===== src/rtl/branch_pkg.sv =====
// -----------------------------------------------------------------------------
// branch_pkg
// Shared definitions for the branch resolve unit:
//   - RISC-V branch funct3 encodings
//   - sequential PC increment
//   - per-stage flag payload structs (wide fields travel as separate registers
//     so the structs stay independent of XLEN)
//   - legality helper for funct3
// -----------------------------------------------------------------------------
package branch_pkg;

    localparam logic [2:0] F3_BEQ  = 3'b000;
    localparam logic [2:0] F3_BNE  = 3'b001;
    localparam logic [2:0] F3_BLT  = 3'b100;
    localparam logic [2:0] F3_BGE  = 3'b101;
    localparam logic [2:0] F3_BLTU = 3'b110;
    localparam logic [2:0] F3_BGEU = 3'b111;

    localparam int unsigned PC_INC = 32'd4;

    // Flags captured when an op is accepted into stage 1
    typedef struct packed {
        logic taken;
        logic illegal;
        logic pred_taken;
    } s1_flags_t;

    // Flags presented on the output from stage 2
    typedef struct packed {
        logic taken;
        logic illegal;
        logic mispredict;
        logic misalign;
    } s2_flags_t;

    // 010 and 011 are the only unassigned branch encodings
    function automatic logic f3_is_legal(input logic [2:0] f3);
        return !((f3 == 3'b010) || (f3 == 3'b011));
    endfunction

endpackage


===== src/rtl/branch_resolve_unit_cmp.sv =====
// -----------------------------------------------------------------------------
// branch_cmp
// Combinational XLEN-wide comparator used by stage 1.
// Ports:
//   i_a, i_b        operands
//   o_eq            i_a == i_b
//   o_lt_signed     i_a <  i_b (two's complement)
//   o_lt_unsigned   i_a <  i_b (unsigned)
// -----------------------------------------------------------------------------
module branch_cmp #(
    parameter int XLEN = 32
) (
    input  logic [XLEN-1:0] i_a,
    input  logic [XLEN-1:0] i_b,
    output logic            o_eq,
    output logic            o_lt_signed,
    output logic            o_lt_unsigned
);

    assign o_eq          = (i_a == i_b);
    assign o_lt_signed   = ($signed(i_a) < $signed(i_b));
    assign o_lt_unsigned = (i_a < i_b);

endmodule


===== src/rtl/branch_resolve_unit.sv =====
// -----------------------------------------------------------------------------
// branch_resolve_unit
// Two-stage elastic branch resolver. Stage 1 evaluates the condition and
// target of an accepted branch; stage 2 decides misprediction/misalignment
// and drives the result. Saturating retired-branch and mispredict counters.
// Ports:
//   clk, rst_n                 clock, async active-low reset
//   in_valid / in_ready        input handshake
//   in_rs1, in_rs2, in_funct3  condition operands and encoding
//   in_pc, in_imm              branch PC and sign-extended offset
//   in_pred_taken/_target      front-end prediction
//   out_valid / out_ready      output handshake
//   out_taken, out_target, out_redirect_pc, out_mispredict,
//   out_illegal, out_misalign  resolved result
//   flush                      drop everything in flight, block input
//   cnt_clear                  synchronous counter clear
//   branch_cnt, mispred_cnt    performance counters
// -----------------------------------------------------------------------------
module branch_resolve_unit
    import branch_pkg::*;
#(
    parameter int XLEN   = 32,
    parameter int IALIGN = 32,
    parameter int CNT_W  = 32
) (
    input  logic             clk,
    input  logic             rst_n,
    input  logic             in_valid,
    output logic             in_ready,
    input  logic [XLEN-1:0]  in_rs1,
    input  logic [XLEN-1:0]  in_rs2,
    input  logic [2:0]       in_funct3,
    input  logic [XLEN-1:0]  in_pc,
    input  logic [XLEN-1:0]  in_imm,
    input  logic             in_pred_taken,
    input  logic [XLEN-1:0]  in_pred_target,
    output logic             out_valid,
    input  logic             out_ready,
    output logic             out_taken,
    output logic [XLEN-1:0]  out_target,
    output logic [XLEN-1:0]  out_redirect_pc,
    output logic             out_mispredict,
    output logic             out_illegal,
    output logic             out_misalign,
    input  logic             flush,
    input  logic             cnt_clear,
    output logic [CNT_W-1:0] branch_cnt,
    output logic [CNT_W-1:0] mispred_cnt
);

    localparam logic [CNT_W-1:0] CNT_MAX = {CNT_W{1'b1}};
    localparam logic [CNT_W-1:0] CNT_ONE = CNT_W'(1);

    // Stage 1 state
    logic              r_s1_valid;
    s1_flags_t         r_s1_flags;
    logic [XLEN-1:0]   r_s1_target;
    logic [XLEN-1:0]   r_s1_pc4;
    logic [XLEN-1:0]   r_s1_pred_target;

    // Stage 2 state
    logic              r_s2_valid;
    s2_flags_t         r_s2_flags;
    logic [XLEN-1:0]   r_s2_target;
    logic [XLEN-1:0]   r_s2_redirect;

    logic [CNT_W-1:0]  r_branch_cnt;
    logic [CNT_W-1:0]  r_mispred_cnt;

    logic              w_eq;
    logic              w_lt_s;
    logic              w_lt_u;
    logic              w_taken;
    logic              w_illegal;
    logic              w_s2_load;
    logic              w_s1_load;
    logic              w_accept;
    logic              w_out_hs;
    logic              w_misalign;
    logic              w_mispredict;
    logic [XLEN-1:0]   w_redirect;

    branch_cmp #(.XLEN(XLEN)) u_cmp (
        .i_a           (in_rs1),
        .i_b           (in_rs2),
        .o_eq          (w_eq),
        .o_lt_signed   (w_lt_s),
        .o_lt_unsigned (w_lt_u)
    );

    // A stage may load when it is empty or its content moves on this cycle.
    assign w_s2_load = !r_s2_valid || out_ready;
    assign w_s1_load = !r_s1_valid || w_s2_load;
    assign in_ready  = rst_n && !flush && w_s1_load;
    assign w_accept  = in_valid && in_ready;
    assign w_out_hs  = r_s2_valid && out_ready && !flush;
    assign w_illegal = !f3_is_legal(in_funct3);

    // Branch condition decode; unassigned encodings resolve not-taken
    always_comb begin
        w_taken = 1'b0;
        case (in_funct3)
            F3_BEQ:  w_taken = w_eq;
            F3_BNE:  w_taken = !w_eq;
            F3_BLT:  w_taken = w_lt_s;
            F3_BGE:  w_taken = !w_lt_s;
            F3_BLTU: w_taken = w_lt_u;
            F3_BGEU: w_taken = !w_lt_u;
            default: w_taken = 1'b0;
        endcase
    end

    // Stage 2 decisions from stage 1 contents; misalignment forces a redirect
    always_comb begin
        w_misalign   = 1'b0;
        w_mispredict = 1'b0;
        w_redirect   = r_s1_pc4;
        if (IALIGN == 16) begin
            w_misalign = r_s1_flags.taken && r_s1_target[0];
        end else begin
            w_misalign = r_s1_flags.taken && (r_s1_target[1:0] != 2'b00);
        end
        w_mispredict = (!r_s1_flags.illegal &&
                        ((r_s1_flags.taken != r_s1_flags.pred_taken) ||
                         (r_s1_flags.taken && (r_s1_target != r_s1_pred_target))))
                       || w_misalign;
        if (r_s1_flags.taken) begin
            w_redirect = r_s1_target;
        end else begin
            w_redirect = r_s1_pc4;
        end
    end

    // Stage 1 register: valid bit plus payload captured on accept
    always_ff @(posedge clk or negedge rst_n) begin
        if (!rst_n) begin
            r_s1_valid       <= 1'b0;
            r_s1_flags       <= '0;
            r_s1_target      <= '0;
            r_s1_pc4         <= '0;
            r_s1_pred_target <= '0;
        end else if (flush) begin
            r_s1_valid <= 1'b0;
        end else if (w_s1_load) begin
            r_s1_valid <= in_valid;
            if (w_accept) begin
                r_s1_flags.taken      <= w_taken;
                r_s1_flags.illegal    <= w_illegal;
                r_s1_flags.pred_taken <= in_pred_taken;
                r_s1_target           <= in_pc + in_imm;
                r_s1_pc4              <= in_pc + XLEN'(PC_INC);
                r_s1_pred_target      <= in_pred_target;
            end
        end
    end

    // Stage 2 register: holds the presented result while the consumer stalls
    always_ff @(posedge clk or negedge rst_n) begin
        if (!rst_n) begin
            r_s2_valid    <= 1'b0;
            r_s2_flags    <= '0;
            r_s2_target   <= '0;
            r_s2_redirect <= '0;
        end else if (flush) begin
            r_s2_valid <= 1'b0;
        end else if (w_s2_load) begin
            r_s2_valid <= r_s1_valid;
            if (r_s1_valid) begin
                r_s2_flags.taken      <= r_s1_flags.taken;
                r_s2_flags.illegal    <= r_s1_flags.illegal;
                r_s2_flags.mispredict <= w_mispredict;
                r_s2_flags.misalign   <= w_misalign;
                r_s2_target           <= r_s1_target;
                r_s2_redirect         <= w_redirect;
            end
        end
    end

    // Saturating performance counters; clear beats a same-cycle increment
    always_ff @(posedge clk or negedge rst_n) begin
        if (!rst_n) begin
            r_branch_cnt  <= '0;
            r_mispred_cnt <= '0;
        end else if (cnt_clear) begin
            r_branch_cnt  <= '0;
            r_mispred_cnt <= '0;
        end else if (w_out_hs && !r_s2_flags.illegal) begin
            if (r_branch_cnt != CNT_MAX) begin
                r_branch_cnt <= r_branch_cnt + CNT_ONE;
            end
            if (r_s2_flags.mispredict && (r_mispred_cnt != CNT_MAX)) begin
                r_mispred_cnt <= r_mispred_cnt + CNT_ONE;
            end
        end
    end

    assign out_valid       = r_s2_valid;
    assign out_taken       = r_s2_flags.taken;
    assign out_target      = r_s2_target;
    assign out_redirect_pc = r_s2_redirect;
    assign out_mispredict  = r_s2_flags.mispredict;
    assign out_illegal     = r_s2_flags.illegal;
    assign out_misalign    = r_s2_flags.misalign;
    assign branch_cnt      = r_branch_cnt;
    assign mispred_cnt     = r_mispred_cnt;

endmodule


===== config.mk =====
export PLATFORM = sky130hd
export DESIGN_NAME = branch_resolve_unit
export DESIGN_NICKNAME = d
export VERILOG_FILES = /design/src/rtl/branch_pkg.sv /design/src/rtl/branch_resolve_unit_cmp.sv /design/src/rtl/branch_resolve_unit.sv
export SDC_FILE = /design/constraint.sdc
export NUM_CORES = 1
export LEC_CHECK = 0
export BUFFER_PORTS_ARGS = -buffer_cell sky130_fd_sc_hd__buf_4
export CORE_MARGIN = 2
export CORE_UTILIZATION = 42
export CTS_CLUSTER_DIAMETER = 60
export DETAILED_ROUTE_END_ITERATION = 7
export REMOVE_ABC_BUFFERS = 1
export SETUP_SLACK_MARGIN = 0.15
export SYNTH_ARGS = -nofsm -noshare
export SYNTH_HDL_FRONTEND = slang
export SYNTH_SLANG_ARGS = --single-unit

===== constraint.sdc =====
create_clock -name clk -period 7.2 [get_ports clk]
set_clock_uncertainty 0.1 [all_clocks]
set_input_delay 1.08 -clock clk [delete_from_list [all_inputs] [get_ports clk]]
set_output_delay 1.08 -clock clk [all_outputs]
set_load 0.02 [all_outputs]

; Word-level counts from Yosys, hierarchy flattened
; Cells that the tools add are included.
[op_classes]
addsub = 4
order_cmp = 2
n_eq_ne = 12
mux = 12
n_bitwise = 1
n_reduce_logical = 34
[op_table]
columns = operator, count
row1 = $mux 32, 7
row2 = $add 32x1->32 const B, 2
row3 = $lt 32x32->1, 2
row4 = $ne 32x32->1 const B, 2
row5 = $add 32x3->32 const B, 1
row6 = $add 32x32->32, 1
row7 = $eq 32x32->1, 1
row8 = $ne 32x32->1, 1
row9 = $eq 3x3->1 const B, 4
row10 = $reduce_bool 2->1, 6
row11 = $logic_and 1x1->1, 10
row12 = $logic_not 1->1, 8
row13 = $eq 3x2->1 const B, 2
row14 = $pmux 1 s6, 1
row15 = $reduce_and 3->1, 2
row16 = $logic_or 1x1->1, 5
row17 = $mux 1, 4
row18 = $reduce_and 2->1, 2
row19 = $eq 3x1->1 const B, 1
row20 = $logic_not 3->1, 1
row21 = $ne 1x1->1, 1
row22 = $not 1->1, 1
[word_totals]
ff_bits = 233
out_inout_bits = 134

; Longest topological paths before layout
; Gate-level depths: netlist of run 1.
[depth]
ltp_word = 6
depth_mapped = 12
depth_no_buf = 12

; Hierarchy
; A second synthesis of run 1 with hierarchy kept.
[hier_totals]
hier_cells = 1446
hier_area_um2 = 13264.0
[by_module_without_submodules]
columns = module, n_inst, cells_each, area_per_inst_um2, seq_area_each_um2
row1 = branch_resolve_unit, 1, 1331, 12441.9, 5830.6
row2 = branch_cmp, 1, 115, 822.0, 0.0

; Least setup slack after synthesis of run 1
; OpenSTA, ideal clock, no wires.
[synth_timing]
kind = input port to flip-flop
start = input in_pc[0]
end = register r_s1_target[16]
setup_ns = 0.128
t_arrival_ns = 3.118
required_ns = 6.972
slack_ns = 3.854
stages = 12
cell_sequence = ha_1 inv_1 fa_1 nor2b_1 o31a_1 o21ai_0 a21oi_1 a31o_2 a21o_1 a31oi_1 mux2i_1 nand3_1
[synth_via]
elab_chain_cells = 1
[synth_rtl]
columns = item, line_no
row1 = start: declaration, branch_resolve_unit.sv:33  ; input logic [XLEN-1:0] in_pc,
row2 = $add 32x32->32, branch_resolve_unit.sv:150  ; r_s1_target <= in_pc + in_imm;
row3 = end signal: assignment, branch_resolve_unit.sv:150
row4 = end: declaration, branch_resolve_unit.sv:57  ; logic [XLEN-1:0] r_s1_target;
; No other way between the ends.
; A chain may end at the register's enable or synchronous reset.

; Worst setup path after layout of run 1
[layout_timing]
start = input rst_n
end = output in_ready
[layout_via]
elab_chain_cells = 2
[layout_rtl]
columns = item, line_no
row1 = start: declaration, branch_resolve_unit.sv:27  ; input logic rst_n,
row2 = $logic_and 1x1->1 (2 in series), branch_resolve_unit.sv:94  ; assign in_ready = rst_n && !flush && w_s1_load;
row3 = end: declaration, branch_resolve_unit.sv:29  ; output logic in_ready,
; No other way between the ends.

==> impl_results.html, run 1 <==
<table>
<tr><th>Metric</th><th>Value</th></tr>
<tr><th colspan="2">Worst hold path</th></tr>
<tr><td>Min-delay worst type</td><td>register to register</td></tr>
<tr><td>Hold Crit Depth</td><td>2</td></tr>
<tr><th colspan="2">Global route</th></tr>
<tr><td>Largest net degree at the start of global routing</td><td>103</td></tr>
<tr><td>Wire length of the first global-routing pass</td><td>about 60000 µm</td></tr>
<tr><td>Via count of the first global-routing pass</td><td>11150</td></tr>
<tr><td>GR Overflow Total</td><td>0</td></tr>
<tr><td>Overall fraction of global-route tracks in use</td><td>0.2252</td></tr>
<tr><td>Antenna violations before repair</td><td>0</td></tr>
<tr><th colspan="2">Logic synthesis</th></tr>
<tr><td>Library cells used by synthesis</td><td>67</td></tr>
<tr><td>Post-synthesis adder-cell area fraction</td><td>0.06518</td></tr>
<tr><td>Share of cell area taken by muxes after synthesis</td><td>0.02863</td></tr>
<tr><td>Share of the synthesized area in compound gates (AO/OA/AOI/OAI)</td><td>0.1116</td></tr>
<tr><td>EDFF count, synth</td><td>0</td></tr>
<tr><td>Cell Area, Synth</td><td>around 0.013 mm²</td></tr>
<tr><td>Cell types with the largest area share after synthesis</td><td>dfrtp_1 45%, nand2_1 11%, ha_1 6.4%, xor2_1 5.4%, o21ai_0 4.8%</td></tr>
<tr><td>Async S/R FF share, synth</td><td>1.000</td></tr>
<tr><td>Simple-gate share of the synthesized area</td><td>0.2207</td></tr>
<tr><td>Mapped Avg Cell Area</td><td>8.889 µm²</td></tr>
<tr><td>Synth top area share</td><td>0.4493</td></tr>
<tr><td>Main combinational cell family by area after synthesis</td><td>simple AND/OR/NAND/NOR gates</td></tr>
<tr><td>Number of warnings reported in the yosys synthesis log</td><td>0</td></tr>
<tr><td>Cells after synthesis</td><td>1460</td></tr>
<tr><td>Xor/xnor cell area share of the yosys netlist</td><td>0.09179</td></tr>
<tr><td>Most area-hungry cell type in the Yosys netlist</td><td>dfrtp_1</td></tr>
<tr><td>Most used flip-flop cell after synthesis</td><td>dfrtp_1</td></tr>
<tr><td>Sequential element share of the synthesized area</td><td>0.4493</td></tr>
<tr><td>Flops &amp; latches, synth</td><td>233</td></tr>
<tr><th colspan="2">Place</th></tr>
<tr><td>IO buf count</td><td>a little over 300</td></tr>
<tr><td>Post-place setup slack</td><td>~3.2 ns</td></tr>
<tr><td>Post-DP HPWL</td><td>approximately 27000 µm</td></tr>
<tr><td>GPL Wtd Cong</td><td>roughly 0.82</td></tr>
<tr><th colspan="2">STA</th></tr>
<tr><td>Share of the clock period used by the worst path</td><td>0.4861</td></tr>
<tr><td>Total negative slack for setup checks</td><td>0 ns</td></tr>
<tr><td>Minimum period implied by the final worst setup slack</td><td>3.500 ns</td></tr>
<tr><td>Relative max-transition margin</td><td>0.3076</td></tr>
<tr><td>Min setup slack post-route</td><td>about 3.7 ns</td></tr>
<tr><td>Count of final max-slew check failures</td><td>0</td></tr>
<tr><td>Setup violators final</td><td>0</td></tr>
<tr><td>Least-Margin Pin Slew</td><td>between 1 and 1.5 ns</td></tr>
<tr><td>F_max</td><td>about 290 MHz</td></tr>
<tr><td>Unrepaired setup endpoints after global routing</td><td>no</td></tr>
<tr><td>Final hold viol count</td><td>0</td></tr>
<tr><th colspan="2">Clock network</th></tr>
<tr><td>Number of buffers between clock root and the deepest sink</td><td>3</td></tr>
<tr><td>Number of sinks driven by the clock tree</td><td>roughly 230</td></tr>
<tr><td>Clock transition time at the flip-flop clock pins of the worst setup and hold paths</td><td>0.06 ns</td></tr>
<tr><td>Post-CTS Setup Repair Bufs</td><td>0</td></tr>
<tr><td>H-tree levels</td><td>1</td></tr>
<tr><td>Clock tree root driver cell</td><td>clkbuf_16</td></tr>
<tr><td>Clock buffers created by TritonCTS</td><td>28</td></tr>
<tr><td>Clock tree from TritonCTS</td><td>built</td></tr>
<tr><td>Clock latency at the later pin of the worst-skew pair</td><td>between 0.5 and 0.6 ns</td></tr>
<tr><td>CTS hold repair buffers</td><td>0</td></tr>
<tr><td>Cts repair resizes</td><td>0</td></tr>
<tr><th colspan="2">Drt</th></tr>
<tr><td>Total wirelength of the detailed-routed design</td><td>roughly 37000 µm</td></tr>
<tr><td>Total DRC errors in the routed layout</td><td>0</td></tr>
<tr><td>Average wire per standard cell</td><td>17.05 µm</td></tr>
<tr><td>Via Count</td><td>~11000</td></tr>
<tr><td>Routed Antenna Nets</td><td>0</td></tr>
<tr><td>Violation count after the first detailed-route iteration</td><td>a little over 600</td></tr>
<tr><td>Vias/cell</td><td>between 5 and 6</td></tr>
<tr><td>Length of the first detailed-routing pass in iterations</td><td>5</td></tr>
<tr><th colspan="2">Power</th></tr>
<tr><td>Pwr Density</td><td>256.6 mW/mm²</td></tr>
<tr><td>Internal</td><td>2973 µW</td></tr>
<tr><td>Combinational group share of total power</td><td>0.228</td></tr>
<tr><td>Leak Pwr</td><td>between 0.008 and 0.009 µW</td></tr>
<tr><td>Net switching fraction of the power</td><td>0.3047</td></tr>
<tr><td>Clock share of power</td><td>0.372</td></tr>
<tr><td>Switching power of the nets</td><td>~1300 µW</td></tr>
<tr><td>Part of the total power dissipated in sequential elements</td><td>0.400</td></tr>
<tr><td>Maximum vdd ir drop</td><td>0.1827 mV</td></tr>
<tr><th colspan="2">Finish</th></tr>
<tr><td>Growth of design area from synthesis to finish</td><td>28.37%</td></tr>
<tr><td>Antenna cell count</td><td>0</td></tr>
<tr><td>Share of final-layout standard cells stronger than drive strength 1</td><td>0.2225</td></tr>
<tr><td>Filler cell count</td><td>around 2900</td></tr>
<tr><td>Nets</td><td>1982</td></tr>
<tr><th colspan="2">Critical path</th></tr>
<tr><td>Number of cell instances on the worst register-to-register path</td><td>7</td></tr>
<tr><td>WS Path Type</td><td>primary input to output port</td></tr>
<tr><td>Arrival time of the worst setup path</td><td>around 2.3 ns</td></tr>
<tr><td>Worst setup SP type</td><td>primary input</td></tr>
<tr><td>Data required, critical path</td><td>6.02 ns</td></tr>
<tr><td>Endpoint class of the critical path</td><td>output port</td></tr>
<tr><td>Worst-path maximum fanout</td><td>91</td></tr>
<tr><th colspan="2">Die</th></tr>
<tr><td>Initial core utilization</td><td>0.4254</td></tr>
<tr><td>Die Height</td><td>roughly 180 µm</td></tr>
<tr><td>Die ar.</td><td>around 0.032 mm²</td></tr>
<tr><td>Number of placement rows</td><td>64</td></tr>
<tr><td>IO Count</td><td>around 300</td></tr>
<tr><td>Core area</td><td>a little over 0.03 mm²</td></tr>
<tr><td>Width of the chip</td><td>around 180 µm</td></tr>
<tr><th colspan="2">Job</th></tr>
<tr><td>Max Cap Viol</td><td>0</td></tr>
<tr><th colspan="2">Outcome</th></tr>
<tr><td>Run status</td><td>complete, no violations</td></tr>
</table>
[sequential cells by signal, summed over array words and instances, names as in the netlist]
name and count:
out_mispredict 1, out_taken 1, branch_cnt 32, out_target 32, out_illegal 1, r_s1_pred_target 32, out_misalign 1, r_s1_flags 3
mispred_cnt 32, r_s1_pc4 32, r_s1_target 32, out_valid 1, r_s1_valid 1, out_redirect_pc 32
[placed cells by master, fill, tap and decap left out, drive strengths merged, types with 3 or more instances in the layout]
master  Yosys  routed
clkbuf     48      35
a21o       19      19
nand3      41      41
bufinv      0       7
o211ai      5       5
inv        54      54
nor2       77      77
mux2i      36      36
nand2     377     377
a21boi      3       3
o21a        5       5
buf         7     310
nor3       14      14
clkinv      0       8
and4       11      11
or3        15      15
and2        7       7
ha         66      66
nand2b      7       7
nor4       10      10
o31ai       3       3
a211oi      4       4
dfrtp     233     233
a211o       3       3
xnor2      56      56
a31oi       8       8
and3       26      26
xor2       80      80
nor3b      10      10
nor2b       5       5
o21ai     125     125
a21oi      61      61
nand4      22      22
[power groups by stage]
stage | Combinational (µW) | Sequential [µW] | Clock, µW
global route | 1080 | 1740 | 1680
finish | 974 | 1710 | 1590
CTS | 988 | 1710 | 1620
detailed placement | 984 | 1730 | 0
global placement | 972 | 1730 | 0
floorplan | 418 | 1820 | 0
[worst paths after layout]
check | slack [ns] | end | start
worst min register to register | 0.37 | out_target[0] | out_target[0]
max in group asynchronous | 5.06 | r_s1_pc4[16] | rst_n
worst min-delay path | 0.37 | out_target[0] | out_target[0]
worst max register to register | 4.20 | r_s1_target[21] | out_valid
worst max-delay path | 3.70 | in_ready | rst_n
min in group asynchronous | 0.46 | branch_cnt[6] | rst_n
[Yosys cell counts, types with 3 or more instances]
library cell,instances
a211o_1,3
a211oi_1,3
a21boi_0,3
a21o_1,18
a21oi_1,60
a31oi_1,7
and2_1,6
and3_1,22
and3_2,3
and4_1,6
and4_4,5
buf_1,4
clkbuf_1,48
dfrtp_1,233
ha_1,66
inv_1,54
mux2i_1,36
nand2_1,376
nand2b_1,7
nand3_1,39
nand4_1,22
nor2_1,77
nor2b_1,5
nor3_1,12
nor3b_1,10
nor4_1,9
o211ai_1,5
o21a_1,4
o21ai_0,124
o31ai_1,3
or3_1,15
xnor2_1,56
xor2_1,80
[critical path, stage by stage]
cell and delay (ns):
buf_8 0.50, nand2b_1 0.12, a21oi_1 0.34, buf_4 0.23
[metrics by stage]
stage                       util  instances  hold WS [ns]  instance area [µm²]  total power [µW]
final                     0.5460       2162        0.3747                16660              4275
after global routing      0.5460       2162        0.3950                16660              4502
after CTS                 0.5460       2162        0.3807                16660              4326
after detailed placement  0.5114       2111        0.3638                15600              2719
after global placement    0.5114       2111        0.3597                15600              2702
after floorplan                -       1405        0.3450                12750              2233
[kinds of logic (layout without fill, tap and decap cells)]
family                     count (synthesis)  after routing
AOI/OAI and AO/OA                        247            247
muxes                                     37             37
xor gates and xnor gates                 136            136
buffers and inverters                    109            415
DFF                                      233            233
adders and majority gates                 67             67
and+or+nand+nor                          631            631
[metal layers]
metal / vias up / global-route usage / part of all wire
met5: - / 0 / 0
met4: 0 / 0.03447 / 0.014
met3: 38 / 0.03829 / 0.052
met2: 259 / 0.3707 / 0.46
met1: 5262 / 0.3181 / 0.47
li1: 5505 / - / -
[layout make-up]
type,count,area (µm²),share of cell area
clock buffers,35,787.0,0.04724
clock inverters,16,269.0,0.01615
inverters,54,202.7,0.01217
flip-flops and latches,233,5832,0.3501
well taps,396,495.5,0.02974
multi-input cells,1118,6738,0.4045
repair buffers,310,2335,0.1402
(Power assumes the default switching activity.)
==> run 2, diff against run 1 <==
- PLACE_DENSITY: not set -> 0.67
- clock period: 7.2 -> 2.91 ns (I/O delays scaled with it)
==> run 2 against run 1 <==
Net effect:
- routed wire length grew 2.2%
- die area is the same
- register-to-register slack lost 3.8 ns
- utilization grew 2.0 points
- combinational power grew to 2.6 times the previous value
- non-clock buffer count grew 70
- critical endpoint is now mispred_cnt[22]
- highest routed layer unchanged
==> impl_results.html, run 2 (synthesis gave the netlist of run 1 again) <==
<table>
<tr><th>Metric</th><th>Value</th></tr>
<tr><th colspan="2">Outcome</th></tr>
<tr><td>Run status</td><td>complete, no violations</td></tr>
<tr><th colspan="2">Place</th></tr>
<tr><td>GPL Wtd Cong</td><td>~0.86</td></tr>
<tr><td>Post-DP HPWL</td><td>roughly 28000 µm</td></tr>
<tr><td>IO buf count</td><td>~300</td></tr>
<tr><td>Number of cells after detailed placement</td><td>about 2200</td></tr>
<tr><th colspan="2">Critical path</th></tr>
<tr><td>Path length in cells of the critical path</td><td>8</td></tr>
<tr><td>R2R Path Start</td><td>branch_cnt[12]</td></tr>
<tr><td>Most frequent CP cell</td><td>a21oi_1</td></tr>
<tr><td>Cells along the critical path</td><td>dlygate4sd3_1, buf_4, nand4bb_1, nor2_1, a21oi_1, or3b_4, or3_1, a21oi_1</td></tr>
<tr><td>Arrival time of the worst setup path</td><td>2.97 ns</td></tr>
<tr><td>Worst-path cell with the longest stage delay</td><td>dlygate4sd3_1</td></tr>
<tr><td>Critical Path Sink</td><td>mispred_cnt[22]</td></tr>
<tr><td>Setup crit start</td><td>flush</td></tr>
<tr><td>Number of cell instances on the worst register-to-register path</td><td>8</td></tr>
<tr><td>Worst-path maximum fanout</td><td>15</td></tr>
<tr><td>Data required, critical path</td><td>between 3 and 4 ns</td></tr>
<tr><td>WS Path Type</td><td>primary input to register</td></tr>
<tr><td>Crit-path max cell delay</td><td>between 0.5 and 0.6 ns</td></tr>
<tr><td>Worst reg-to-reg setup slack</td><td>around 0.36 ns</td></tr>
<tr><td>Buf+Inv Stages, Crit Path</td><td>2</td></tr>
<tr><td>Worst setup SP type</td><td>primary input</td></tr>
<tr><td>Endpoint class of the critical path</td><td>register</td></tr>
<tr><td>Kind of cell with the highest combined delay on the critical path</td><td>simple AND/OR/NAND/NOR gates</td></tr>
<tr><td>Capture instance of the worst register-to-register path</td><td>branch_cnt[30]</td></tr>
<tr><th colspan="2">Global route</th></tr>
<tr><td>Antenna violations before repair</td><td>0</td></tr>
<tr><td>Via count of the first global-routing pass</td><td>roughly 11000</td></tr>
<tr><td>Overall fraction of global-route tracks in use</td><td>0.2294</td></tr>
<tr><td>GR Overflow Total</td><td>0</td></tr>
<tr><td>Wire length of the first global-routing pass</td><td>60770 µm</td></tr>
<tr><td>Largest net degree at the start of global routing</td><td>between 100 and 150</td></tr>
<tr><th colspan="2">Die</th></tr>
<tr><td>IO Count</td><td>between 300 and 400</td></tr>
<tr><td>Initial core utilization</td><td>0.4254</td></tr>
<tr><td>Width of the chip</td><td>between 150 and 200 µm</td></tr>
<tr><td>Core area</td><td>approximately 0.031 mm²</td></tr>
<tr><td>Die Height</td><td>roughly 180 µm</td></tr>
<tr><td>Number of placement rows</td><td>64</td></tr>
<tr><td>Die ar.</td><td>0.03232 mm²</td></tr>
<tr><th colspan="2">Power</th></tr>
<tr><td>Switching power of the nets</td><td>around 3300 µW</td></tr>
<tr><td>Pwr Density</td><td>around 610 mW/mm²</td></tr>
<tr><td>Maximum vdd ir drop</td><td>0.4246 mV</td></tr>
<tr><td>Internal</td><td>approximately 7300 µW</td></tr>
<tr><td>Clock share of power</td><td>0.360</td></tr>
<tr><td>Net switching fraction of the power</td><td>0.3079</td></tr>
<tr><td>Part of the total power dissipated in sequential elements</td><td>0.401</td></tr>
<tr><td>Combinational group share of total power</td><td>0.239</td></tr>
<tr><td>Leak Pwr</td><td>about 0.0086 µW</td></tr>
<tr><th colspan="2">Clock network</th></tr>
<tr><td>H-tree levels</td><td>1</td></tr>
<tr><td>Number of sinks driven by the clock tree</td><td>between 200 and 250</td></tr>
<tr><td>Clock latency at the later pin of the worst-skew pair</td><td>around 0.54 ns</td></tr>
<tr><td>Clock tree root driver cell</td><td>clkbuf_16</td></tr>
<tr><td>Clock tree from TritonCTS</td><td>built</td></tr>
<tr><td>Cts repair resizes</td><td>0</td></tr>
<tr><td>Number of buffers between clock root and the deepest sink</td><td>3</td></tr>
<tr><td>Clock buffers created by TritonCTS</td><td>28</td></tr>
<tr><td>Clock transition time at the flip-flop clock pins of the worst setup and hold paths</td><td>about 0.060 ns</td></tr>
<tr><th colspan="2">Drt</th></tr>
<tr><td>Violation count after the first detailed-route iteration</td><td>711</td></tr>
<tr><td>Via Count</td><td>between 10000 and 15000</td></tr>
<tr><td>Total DRC errors in the routed layout</td><td>0</td></tr>
<tr><td>Routed Antenna Nets</td><td>0</td></tr>
<tr><td>Vias/cell</td><td>about 5.1</td></tr>
<tr><td>Length of the first detailed-routing pass in iterations</td><td>5</td></tr>
<tr><td>Total wirelength of the detailed-routed design</td><td>37660 µm</td></tr>
<tr><td>Average wire per standard cell</td><td>between 15 and 20 µm</td></tr>
<tr><th colspan="2">Finish</th></tr>
<tr><td>Filler cell count</td><td>2720</td></tr>
<tr><td>Area taken by multi-input logic gates</td><td>0.006738 mm²</td></tr>
<tr><td>Antenna cell count</td><td>0</td></tr>
<tr><td>Sequential cell area in the final layout</td><td>between 0.005 and 0.006 mm²</td></tr>
<tr><td>Most used cells in the layout excluding fill and tap cells</td><td>375 x nand2_1, 351 x buf_4, 232 x dfrtp_1</td></tr>
<tr><td>Growth of design area from synthesis to finish</td><td>33.03%</td></tr>
<tr><td>Most common cell after layout, fill and taps aside</td><td>nand2_1</td></tr>
<tr><td>Nets</td><td>slightly above 2000</td></tr>
<tr><td>Filler-free cell count of the finished design</td><td>2231</td></tr>
<tr><td>Share of final-layout standard cells stronger than drive strength 1</td><td>0.2387</td></tr>
<tr><th colspan="2">STA</th></tr>
<tr><td>F_max</td><td>381.6 MHz</td></tr>
<tr><td>Share of the clock period used by the worst path</td><td>0.9005</td></tr>
<tr><td>Total negative slack for setup checks</td><td>0 ns</td></tr>
<tr><td>Least-Margin Pin Slew</td><td>roughly 0.8 ns</td></tr>
<tr><td>Minimum period implied by the final worst setup slack</td><td>2.620 ns</td></tr>
<tr><td>Count of final max-slew check failures</td><td>0</td></tr>
<tr><td>Relative max-transition margin</td><td>0.4681</td></tr>
<tr><td>Setup violators final</td><td>0</td></tr>
<tr><td>Unrepaired setup endpoints after global routing</td><td>no</td></tr>
<tr><td>Final hold viol count</td><td>0</td></tr>
<tr><th colspan="2">Job</th></tr>
<tr><td>Max Cap Viol</td><td>0</td></tr>
<tr><th colspan="2">Worst hold path</th></tr>
<tr><td>Min-delay worst type</td><td>primary input to register</td></tr>
</table>
## run 2: cell count changes in the layout (fill, tap and decap cells not counted), sizes merged
cell and change:
dlygate4sd3 +23, buf +47, bufinv -2, clkbuf +2, inv +1, clkinv -2
## run 2: worst register-to-register path, cell delays in order (launching register included)
cell,delay (ns)
dfrtp_1,0.46
and4_4,0.25
and3_4,0.20
and4_4,0.19
a21o_2,0.22
a211oi_4,0.37
nand2_2,0.16
or3_1,0.37
a21oi_1,0.15
## run 2: power by group through the flow
stage / sequential [µW] / clock [µW] / combinational, µW
CTS: 4240 / 3870 / 2540
global route: 4310 / 4000 / 2790
floorplan: 4490 / 0 / 1030
global placement: 4280 / 0 / 2460
finish: 4240 / 3800 / 2520
detailed placement: 4300 / 0 / 2500
## run 2: worst min path at each step
| stage | slack, ns | endpoint | startpoint | cells past startpoint |
|---|---|---|---|---|
| 5_1_grt | 0.006 | r_s1_pred_target[7] | in_pred_target[7] | 3 |
| 2_1_floorplan | 0.04 | branch_cnt[0] | rst_n | 0 |
| 6_report | 0.02 | r_s1_pred_target[26] | in_pred_target[26] | 3 |
| 4_1_cts | 0.002 | r_s1_pred_target[7] | in_pred_target[7] | 3 |
| 3_3_place_gp | 0.36 | r_s1_pc4[3] | r_s1_pc4[3] | 2 |
| 3_5_place_dp | 0.36 | out_target[17] | out_target[17] | 2 |
## run 2: final cells by class
type / count / area share
Inverter: 54 / 0.01174
Clock inverter: 13 / 0.01160
Timing Repair Buffer: 380 / 0.1726
Sequential cell: 233 / 0.3378
Multi-Input combinational cell: 1118 / 0.3903
Clock buffer: 37 / 0.04725
Tap cell: 396 / 0.02870
## run 2: metrics by stage
| stage | util | worst slack [ns] | hold slack (ns) | cell area (µm²) | power [µW] |
|---|---|---|---|---|---|
| 5_1_grt | 0.5659 | 0.2030 | 0.006384 | 17260 | 11110 |
| 4_1_cts | 0.5659 | 0.3476 | 0.002022 | 17260 | 10660 |
| 2_1_floorplan | - | -1.308 | 0.04091 | 12750 | 5524 |
| 3_3_place_gp | 0.5250 | -0.1276 | 0.3598 | 16020 | 6746 |
| 6_report | 0.5659 | 0.2895 | 0.01558 | 17260 | 10570 |
| 3_5_place_dp | 0.5250 | -0.1228 | 0.3638 | 16020 | 6796 |
## run 2: repair_timing
action	CTS	global route
hold endpoints to repair	137	0
hold buffers	23	0
buffers inserted	0	0
## run 2: metal layers
layer | vias up | GRT usage | routed length (µm)
met1 | 5400 | 0.3147 | 16780
met3 | 72 | 0.03788 | 2254
met2 | 356 | 0.3732 | 17430
li1 | 5640 | - | -
met5 | - | 0 | 0
met4 | 0 | 0.06959 | 1200
